[config.mk]
export PLATFORM = sky130hd
export DESIGN_NAME = ber_readout
export DESIGN_NICKNAME = d
export VERILOG_FILES = /design/src/rtl/ber_readout.sv
export SDC_FILE = /design/constraint.sdc
export NUM_CORES = 1
export LEC_CHECK = 0
export ABC_AREA = 1
export ABC_CLOCK_PERIOD_IN_PS = 2500
export CELL_PAD_IN_SITES_DETAIL_PLACEMENT = 0
export CELL_PAD_IN_SITES_GLOBAL_PLACEMENT = 2
export CORE_ASPECT_RATIO = 0.75
export CORE_MARGIN = 2
export CORE_UTILIZATION = 30
export CTS_BUF_LIST = sky130_fd_sc_hd__clkbuf_8
export DETAILED_ROUTE_END_ITERATION = 16
export MAX_ROUTING_LAYER = met4
export PLACE_DENSITY_LB_ADDON = 0.1
export SYNTH_ARGS = -nofsm -noshare
export SYNTH_HDL_FRONTEND = slang
export SYNTH_SLANG_ARGS = --single-unit
export TNS_END_PERCENT = 100
[constraint.sdc]
create_clock -name clock -period 2.5 [get_ports clock]
set_clock_uncertainty 0.05 [all_clocks]
set_input_delay 0.5 -clock clock [delete_from_list [all_inputs] [get_ports clock]]
set_output_delay 0.5 -clock clock [all_outputs]
set_load 0.02 [all_outputs]
[src/rtl/ber_readout.sv]
// ber_readout
//   Readout stage behind the BER counter. A snapshot command captures the
//   64-bit error and bit counts together and streams them to the host as a
//   five-word record: header, errors hi/lo, bits hi/lo. A clear command
//   holds the BER stage in reset for CLEAR_CYCLES cycles.
//
// Ports
//   clock          rising-edge clock
//   i_reset        async assert, active-low reset
//   i_errors       error count from the BER stage
//   i_bits         compared-bit count from the BER stage
//   i_cmd_valid    command strobe
//   i_cmd          2'b01 snapshot, 2'b10 clear, other codes illegal
//   o_cmd_ready    high only while idle
//   o_ber_reset    active-high synchronous reset to the BER stage
//   o_data         record word (registered)
//   o_data_valid   o_data holds a word of the record
//   i_data_ready   downstream accepts the current word
//   o_cmd_err      one-cycle pulse after an accepted illegal command
//   o_seq          completed snapshots, modulo 256
module ber_readout #(
  parameter int unsigned NB_COUNT     = 64,
  parameter int unsigned NB_WORD      = 32,
  parameter int unsigned CLEAR_CYCLES = 4,
  parameter logic [7:0]  HEADER_TAG   = 8'hA5
) (
  input  logic                clock,
  input  logic                i_reset,
  input  logic [NB_COUNT-1:0] i_errors,
  input  logic [NB_COUNT-1:0] i_bits,
  input  logic                i_cmd_valid,
  input  logic [1:0]          i_cmd,
  output logic                o_cmd_ready,
  output logic                o_ber_reset,
  output logic [NB_WORD-1:0]  o_data,
  output logic                o_data_valid,
  input  logic                i_data_ready,
  output logic                o_cmd_err,
  output logic [7:0]          o_seq
);

  localparam logic [1:0] CMD_SNAP  = 2'b01;
  localparam logic [1:0] CMD_CLEAR = 2'b10;
  localparam logic [2:0] LAST_IDX  = 3'd4;

  typedef enum logic [1:0] {
    IDLE  = 2'd0,
    SEND  = 2'd1,
    CLEAR = 2'd2
  } state_t;

  state_t              state_q, state_d;
  logic [NB_COUNT-1:0] err_q, err_d;
  logic [NB_COUNT-1:0] bits_q, bits_d;
  logic [2:0]          idx_q, idx_d;
  logic [7:0]          clr_q, clr_d;
  logic [NB_WORD-1:0]  data_q, data_d;
  logic                valid_q, valid_d;
  logic                ber_q, ber_d;
  logic                cmd_err_q, cmd_err_d;
  logic [7:0]          seq_q, seq_d;

  logic cmd_fire;
  assign cmd_fire = i_cmd_valid && (state_q == IDLE);

  // Payload word for a given record index; the header is built at accept
  // time, so only indices 1..4 are looked up here.
  function automatic logic [NB_WORD-1:0] payload_word(
    input logic [2:0]          idx,
    input logic [NB_COUNT-1:0] errs,
    input logic [NB_COUNT-1:0] bits
  );
    logic [NB_WORD-1:0] w;
    w = '0;
    case (idx)
      3'd1:    w = errs[NB_COUNT-1 -: NB_WORD];
      3'd2:    w = errs[NB_WORD-1:0];
      3'd3:    w = bits[NB_COUNT-1 -: NB_WORD];
      3'd4:    w = bits[NB_WORD-1:0];
      default: w = '0;
    endcase
    return w;
  endfunction

  always_comb begin
    // NOTE: every next-value gets a default first so no path leaves a
    // variable unassigned, which would infer a latch.
    state_d   = state_q;
    err_d     = err_q;
    bits_d    = bits_q;
    idx_d     = idx_q;
    clr_d     = clr_q;
    data_d    = data_q;
    valid_d   = valid_q;
    ber_d     = ber_q;
    cmd_err_d = 1'b0;
    seq_d     = seq_q;

    case (state_q)
      IDLE: begin
        if (cmd_fire) begin
          case (i_cmd)
            CMD_SNAP: begin
              // Both counts are captured on the same edge so the record is
              // a consistent pair even though the BER stage keeps counting.
              err_d   = i_errors;
              bits_d  = i_bits;
              idx_d   = 3'd0;
              data_d  = {HEADER_TAG, seq_q, {(NB_WORD-16){1'b0}}};
              valid_d = 1'b1;
              state_d = SEND;
            end
            CMD_CLEAR: begin
              clr_d   = 8'(CLEAR_CYCLES);
              ber_d   = 1'b1;
              state_d = CLEAR;
            end
            default: cmd_err_d = 1'b1;
          endcase
        end
      end

      SEND: begin
        if (valid_q && i_data_ready) begin
          if (idx_q == LAST_IDX) begin
            seq_d   = seq_q + 8'd1;
            valid_d = 1'b0;
            state_d = IDLE;
          end else begin
            idx_d  = idx_q + 3'd1;
            data_d = payload_word(idx_q + 3'd1, err_q, bits_q);
          end
        end
      end

      CLEAR: begin
        // The counter value seen here is the number of reset cycles still
        // being driven, including the current one.
        if (clr_q <= 8'd1) begin
          clr_d   = 8'd0;
          ber_d   = 1'b0;
          state_d = IDLE;
        end else begin
          clr_d = clr_q - 8'd1;
        end
      end

      default: state_d = IDLE;
    endcase
  end

  // NOTE: sequential state uses non-blocking assignments so every register
  // samples its next value from the same pre-edge snapshot.
  always_ff @(posedge clock or negedge i_reset) begin
    if (!i_reset) begin
      // NOTE: the snapshot registers are small enough to reset like any
      // other flop; a stale capture must never leak into a later record.
      state_q   <= IDLE;
      err_q     <= '0;
      bits_q    <= '0;
      idx_q     <= '0;
      clr_q     <= '0;
      data_q    <= '0;
      valid_q   <= 1'b0;
      ber_q     <= 1'b0;
      cmd_err_q <= 1'b0;
      seq_q     <= '0;
    end else begin
      state_q   <= state_d;
      err_q     <= err_d;
      bits_q    <= bits_d;
      idx_q     <= idx_d;
      clr_q     <= clr_d;
      data_q    <= data_d;
      valid_q   <= valid_d;
      ber_q     <= ber_d;
      cmd_err_q <= cmd_err_d;
      seq_q     <= seq_d;
    end
  end

  assign o_cmd_ready  = (state_q == IDLE);
  assign o_ber_reset  = ber_q;
  assign o_data       = data_q;
  assign o_data_valid = valid_q;
  assign o_cmd_err    = cmd_err_q;
  assign o_seq        = seq_q;

endmodule

==> results by group, run 1 <==
STA
  – Setup WS post-layout: 166.8 ps
  – Slew headroom: a little under three fifths
  – Fmax: 428.6 MHz
  – Period utilization: 93.33%
  – Final min period: around 2300 ps
  – Fin. max-slew vios: 0
  – Final setup fails: 0
  – TNS Setup: 0 ps
  – RSZ-0062 raised after global routing: no
  – Final hold viol count: 0
  – Fin Hold WS: 441.4 ps
  – Slew @ Worst Pin: roughly 670 ps

Yosys
  – Simple-Gate Fraction of Synth Area: between 15 and 20%
  – Mapped Nets: 945
  – Top cell type's share of synthesized area: 54.43%
  – Largest family of logic cells by synthesized area: simple AND/OR/NAND/NOR gates
  – Mux cell area share after synthesis: 17.04%
  – Post-Synthesis Cells: 800
  – Adder-Cell Fraction of Synth Area: 1.627%
  – Avg Synthesized Cell Area: 10.57 um2
  – Synth Area in Compound Gates: between 2 and 2.5%
  – Post-synthesis register bit count: 184
  – XOR/XNOR Fraction of Synth Area: less than 1%
  – Post-synth EDFFs: 0
  – Post-synthesis async set-or-reset flop share: 100.0%
  – Yosys top cell by area: dfrtp_1
  – Top-count cell post-synth: dfrtp_1
  – Sequential share of the synthesized area: 54.43%
  – Yosys Warn Count: 0
  – Leading post-synthesis cells by cell area: dfrtp_1, mux2_1, nand3_1
  – Mapped Area: about 8500 um2
  – Top cells by count, synth: dfrtp_1, nand2_1, mux2_1
  – Top_reg_cell synth: dfrtp_1
  – Count of different cell masters after synthesis: 26

Clocking
  – Clock buffer depth: 2
  – Clk_lat worst skew: 480 ps
  – CTS tree: done
  – CTS clk-pin slew, worst paths: 100 ps
  – CTS sink cnt: 184
  – Root Driver: clkbuf_8
  – Cts bufs inserted: 17
  – H-tree depth: 4

Power
  – Seq pwr share: 44.5%
  – Power Internal: 7.024 mW
  – Clock power share: 18.1%
  – Total Power: 11.21 mW
  – Combinational power share: around 37%
  – Leak: ~5.0 nW
  – P_sw: about 4.2 mW
  – Peak VDD IR: 0.4934 mV
  – Switch share: roughly 37%
  – Pwr dens: 991.3 nW/um2

Setup path
  – Worst setup EP type: output port
  – Worst Path Buf+Inv: 1
  – Worst Path Required: 1950 ps
  – Critical path arrival: about 1800 ps
  – Startpoint Class: flop
  – Max Fanout on Critical Path: 5
  – CP Cell Sequence: nor2_4 > clkdlybuf4s50_1
  – CP peak stage delay: around 630 ps
  – CP Class: flop to output port
  – Worst path slowest cell: clkdlybuf4s50_1
  – Top Family by Delay on Critical Path: buffers and inverters

Floorplan
  – Row count: 53
  – Io pins: roughly 180
  – Die Height: roughly 150 um
  – Initial Util: between 30% and 40%
  – Chip Width: 197.9 um
  – Core area: approximately 28000 um2
  – Area of the die: 29570 um2

Placed design
  – Placed cell area: 10910 um2
  – Port Buf Inserts: 177
  – Placed Instances: approximately 1300
  – DP HPWL: 17.85 mm
  – Pre-CTS setup slack: 4.033 ps
  – GP Congestion: 0.7706

Global route
  – First-pass GRT wire length: 39.70 mm
  – Largest net degree at the start of global routing: 63
  – Grt total ovfl: 0
  – Total track usage: 18.55%
  – Vias in the first global route: 6612
  – Initial antenna violation count: 0

Finish
  – Final std cells w/o fill: 1354
  – P&R area growth vs syn: 33.71%
  – Final core utilization: 40.61%
  – Finished layout cell area: 11310 um2
  – # fillers: around 2800
  – # nets final: between 1000 and 1500
  – # diodes: 0
  – Ratio of cells with drive above 1 in the final layout: 9.529%

Detailed routing
  – Antenna viol nets, final: 0
  – Remaining DRCs: 0
  – Vias: 6476
  – Drt pass-1 iters: 7
  – Drt initial violations: 323
  – Drt wl/cell: between 15 and 20 um
  – Drt total wl: 25.25 mm
  – Vias/cell: 4.783

Status
  – Status: finished clean

Run
  – MaxCap Viol Count: 0

Hold path
  – Hold crit path type: flop to flop
power by group through the flow:
stage,clock network (mW),logic [mW],registers (mW)
finish,2.03,4.19,4.99
global route,2.23,4.73,5.17
CTS,2.11,4.28,5.00
detailed placement,0,4.27,5.05
global placement,0,4.25,5.04
floorplan,0,2.57,4.97
final cells by class:
type                            instances  area, um2  area share, %
Clock inverter                         11      98.84         0.8739
Tap cell                              357      446.7          3.949
Multi-Input combinational cell        534       3522          31.14
Timing Repair Buffer                  216       2233          19.75
Clock buffer                           21      289.0          2.555
Inverter                               31      116.4          1.029
Sequential cell                       184       4604          40.71
tightest hold or removal path, cell delays in order (launching register included):
cell and delay, ps:
dfrtp_1 360, nand2_1 60, nand2_1 50
path summary, 6_finish.rpt:
check	startpoint	to	slack, ps	cells past startpoint
setup / recovery	state_q[1]	o_cmd_ready	170	2
hold / removal	o_data[7]	o_data[7]	440	2
setup reg to reg	idx_q[0]	o_data[15]	530	10
hold reg to reg	o_data[7]	o_data[7]	440	2
max in group asynchronous	i_reset	o_data[1]	1140	3
min in group asynchronous	i_reset	bits_q[55]	520	2
placed cells by master (no fill, tap or decap), types with 7 or more instances in the layout:
cell             instances
clkdlybuf4s50_1        176
o21ai_1                  8
ha_1                     7
nand2_1                130
mux2_2                   7
a21oi_1                 14
nand4_1                 56
mux2_1                 121
o21ai_0                  9
dfrtp_1                184
inv_1                   31
nor2_1                  36
buf_4                   25
buf_12                  13
xor2_1                   7
clkbuf_8                22
nand3_1                114
logic make-up (layout without fill, tap and decap cells):
group / count (synthesis) / count (layout)
flip-flops: 184 / 184
AO/OA/AOI/OAI: 35 / 35
buffers and inverters: 82 / 279
AND/OR/NAND/NOR: 351 / 351
XOR/XNOR: 9 / 9
multiplexers: 128 / 128
adder cells (fa/ha/maj): 11 / 11
metal layers:
layer / share of wire, % / up-vias / wire, um / GRT usage, %
li1: - / 3137 / - / -
met1: 53 / 3188 / 13460 / 27.75
met2: 41 / 144 / 10450 / 25.67
met3: 4.8 / 7 / 1206 / 4.282
met4: 0.51 / 0 / 128 / 3.120
met5: 0 / - / 0 / -
what timing repair did:
action	in CTS	in global routing
hold buffers	1	0
endpoints found under the hold margin	49	0
setup buffers	0	0
gates resized for setup	0	0
sequential cells by signal (all words and copies together), names as in the netlist:
name,cells
o_cmd_err,1
err_q,64
bits_q,64
o_data,32
o_ber_reset,1
o_seq,8
clr_q,8
idx_q,3
state_q,2
o_data_valid,1
No activity file was read; power rests on OpenSTA's default activity.
==> run 2: changes to the inputs <==
--- a/config.mk
+++ b/config.mk
@@ -8,7 +8,7 @@
 export ABC_AREA = 1
 export ABC_CLOCK_PERIOD_IN_PS = 2500
 export CELL_PAD_IN_SITES_DETAIL_PLACEMENT = 0
-export CELL_PAD_IN_SITES_GLOBAL_PLACEMENT = 2
+export CELL_PAD_IN_SITES_GLOBAL_PLACEMENT = 1
 export CORE_ASPECT_RATIO = 0.75
 export CORE_MARGIN = 2
 export CORE_UTILIZATION = 30
@@ -16,6 +16,7 @@
 export DETAILED_ROUTE_END_ITERATION = 16
 export MAX_ROUTING_LAYER = met4
 export PLACE_DENSITY_LB_ADDON = 0.1
+export SETUP_SLACK_MARGIN = 0.5
 export SYNTH_ARGS = -nofsm -noshare
 export SYNTH_HDL_FRONTEND = slang
 export SYNTH_SLANG_ARGS = --single-unit
==> run 2 against run 1 <==
Against the previous run: global-route usage is 0.49 points lower; power decreased by 1.6%; non-clock buffer count is 3 lower; worst hold slack got worse by 11 ps; count of clock-buffer cells in the layout is 2 lower; combinational power shrank 2%; via count rose by 0.12%; worst setup slack improved by 420 ps; fmax up 22%; critical endpoint unchanged; largest power group unchanged.
==> results by group, run 2 (synthesis results as in run 1) <==
Status
  – Status: finished clean

Detailed routing
  – Remaining DRCs: 0 (unchanged)
  – Drt pass-1 iters: 4 (-3)
  – Vias/cell: 4.803 (+0.42%)
  – Drt initial violations: 245 (-24%)
  – Vias: 6484 (+0.12%)
  – Antenna viol nets, final: 0 (unchanged)
  – Drt total wl: 24.57 mm (-2.7%)
  – Drt wl/cell: 18.20 um (-2.4%)

Clocking
  – Clk_lat worst skew: 480 ps (about the same)
  – Root Driver: clkbuf_8
  – H-tree depth: 4 (unchanged)
  – CTS clk-pin slew, worst paths: 90 ps (about the same)
  – CTS tree: done
  – Clock buffer depth: 2 (unchanged)
  – Cts bufs inserted: 17 (unchanged)
  – CTS sink cnt: 184 (unchanged)

Floorplan
  – Initial Util: 30.37% (unchanged)
  – Io pins: 178 (unchanged)
  – Chip Width: 197.9 um (unchanged)
  – Row count: 53 (unchanged)
  – Area of the die: 29570 um2 (unchanged)
  – Die Height: 149.4 um (unchanged)
  – Core area: 27850 um2 (unchanged)

Finish
  – Ratio of cells with drive above 1 in the final layout: 9.366% (-0.16 points)
  – # fillers: 2787 (+0.43%)
  – # nets final: 1126 (-0.27%)
  – FF/Latch Area: 4606 um2 (about the same)
  – P&R area growth vs syn: 33.21%
  – Multi-input gate area: 3525 um2 (about the same)
  – Final std cells w/o fill: 1350 (-0.30%)
  – Most frequent cells in the layout: dfrtp_1, clkdlybuf4s50_1, nand2_1, mux2_1, nand3_1
  – # diodes: 0 (unchanged)
  – Commonest non-fill, non-tap cell in the layout: dfrtp_1

Placed design
  – DP HPWL: 16.97 mm (-4.9%)
  – GP Congestion: 0.7748 (+0.55%)
  – Placed Instances: 1316 (-0.38%)
  – Port Buf Inserts: 177 (unchanged)
  – Pre-CTS setup slack: 25.78 ps (+21.74 ps)

Global route
  – Initial antenna violation count: 0 (unchanged)
  – Total track usage: 18.06% (-0.49 points)
  – First-pass GRT wire length: 38.76 mm (-2.3%)
  – Vias in the first global route: 6598 (-0.21%)
  – Grt total ovfl: 0 (unchanged)
  – Largest net degree at the start of global routing: 68 (+7.9%)

STA
  – TNS Setup: 0 ps (unchanged)
  – Final min period: 1913 ps (-420.7 ps)
  – Slew @ Worst Pin: 540.2 ps (-128.1 ps)
  – RSZ-0062 raised after global routing: yes
  – Setup WS post-layout: 587.5 ps (+420.7 ps)
  – Period utilization: 76.50% (-17 points)
  – Final hold viol count: 0 (unchanged)
  – Slew headroom: 63.99% (+8.6 points)
  – Fin. max-slew vios: 0 (unchanged)
  – Fmax: 522.9 MHz (+22%)
  – Final setup fails: 0 (unchanged)

Run
  – MaxCap Viol Count: 0 (unchanged)

Setup path
  – CP Class: flop to output port
  – Startpoint Class: flop
  – Worst reg2reg startpoint: idx_q[0]
  – Worst setup EP type: output port
  – Max Fanout on Critical Path: 5 (unchanged)
  – Critical path arrival: 1360 ps (-420 ps)
  – Crit path launch: state_q[1]
  – Worst Path Required: 1950 ps (about the same)

Power
  – Combinational power share: 37.2% (-0.2 points)
  – Seq pwr share: 44.9% (+0.4 points)
  – P_sw: 4.165 mW (-0.56%)
  – Clock power share: 17.9% (-0.2 points)
  – Switch share: 37.76% (+0.40 points)
  – Pwr dens: 979.0 nW/um2 (-1.2%)
  – Power Internal: 6.866 mW (-2.2%)
  – Peak VDD IR: 0.4369 mV (-11%)
  – Leak: 5.153 nW (+2.7%)
  – Total Power: 11.03 mW (-1.6%)

Hold path
  – Worst Min Path Start: o_data[11]
  – Hold crit path type: flop to flop
run 2: changes by cell type in the layout (fill, tap and decap cells not counted), moves of 2 or more:
cell and change:
clkbuf_8 -2, buf_4 -7, buf_12 +4, dlygate4sd2_1 +42
clkdlybuf4s50_1 -44
run 2: worst max-delay path, stage by stage (launching register included):
cell and delay [ps]:
dfrtp_1 480, nor2_4 200, clkbuf_2 210
run 2: area by class of cell:
| cell class | instances | share of cell area [%] |
|---|---|---|
| clock buffers | 19 | 2.321 |
| clock inverters | 12 | 0.9327 |
| inverters | 31 | 1.055 |
| multi-input cells | 534 | 31.28 |
| flip-flops and latches | 184 | 40.87 |
| well taps | 357 | 3.964 |
| repair buffers | 213 | 19.58 |
run 2: what timing repair did:
| action | 4_1_cts | 5_1_grt |
|---|---|---|
| gates resized for setup | 44 | 6 |
| hold buffers | 1 | 0 |
| pin swaps | 0 | 0 |
| setup buffers | 0 | 2 |
| hold endpoints to repair | 54 | 0 |
| setup endpoints to repair | 43 | 33 |
run 2: per-stage QoR:
stage,util [%],hold WS (ps),instance area [um2]
2_1_floorplan,-,154.4,8459
3_3_place_gp,39.23,417.2,10930
3_5_place_dp,39.23,419.4,10930
4_1_cts,40.39,438.4,11250
5_1_grt,40.46,460.0,11270
6_report,40.46,430.3,11270
run 2: path summary, 6_finish.rpt:
path	to	slack (ps)	cells past startpoint
setup / recovery	o_cmd_ready	590	2
hold / removal	o_data[11]	430	2
setup reg to reg	o_data[28]	640	9
hold reg to reg	o_data[11]	430	2
max in group asynchronous	bits_q[37]	1220	3
min in group asynchronous	bits_q[52]	500	2
run 2: layer usage:
layer  GRT usage, %  up-vias  wire length, um
li1               -     3141                -
met1          26.27     3202            12760
met2          26.18      126            10660
met3          3.133       15              917
met4          4.173        0              229
met5              -        -                0
run 2: power groups by stage:
stage / combinational (mW) / sequential (mW) / clock, mW
finish: 4.11 / 4.96 / 1.97
global route: 4.61 / 5.14 / 2.16
CTS: 4.17 / 4.98 / 2.04
detailed placement: 4.25 / 5.04 / 0
global placement: 4.23 / 5.04 / 0
floorplan: 2.57 / 4.97 / 0
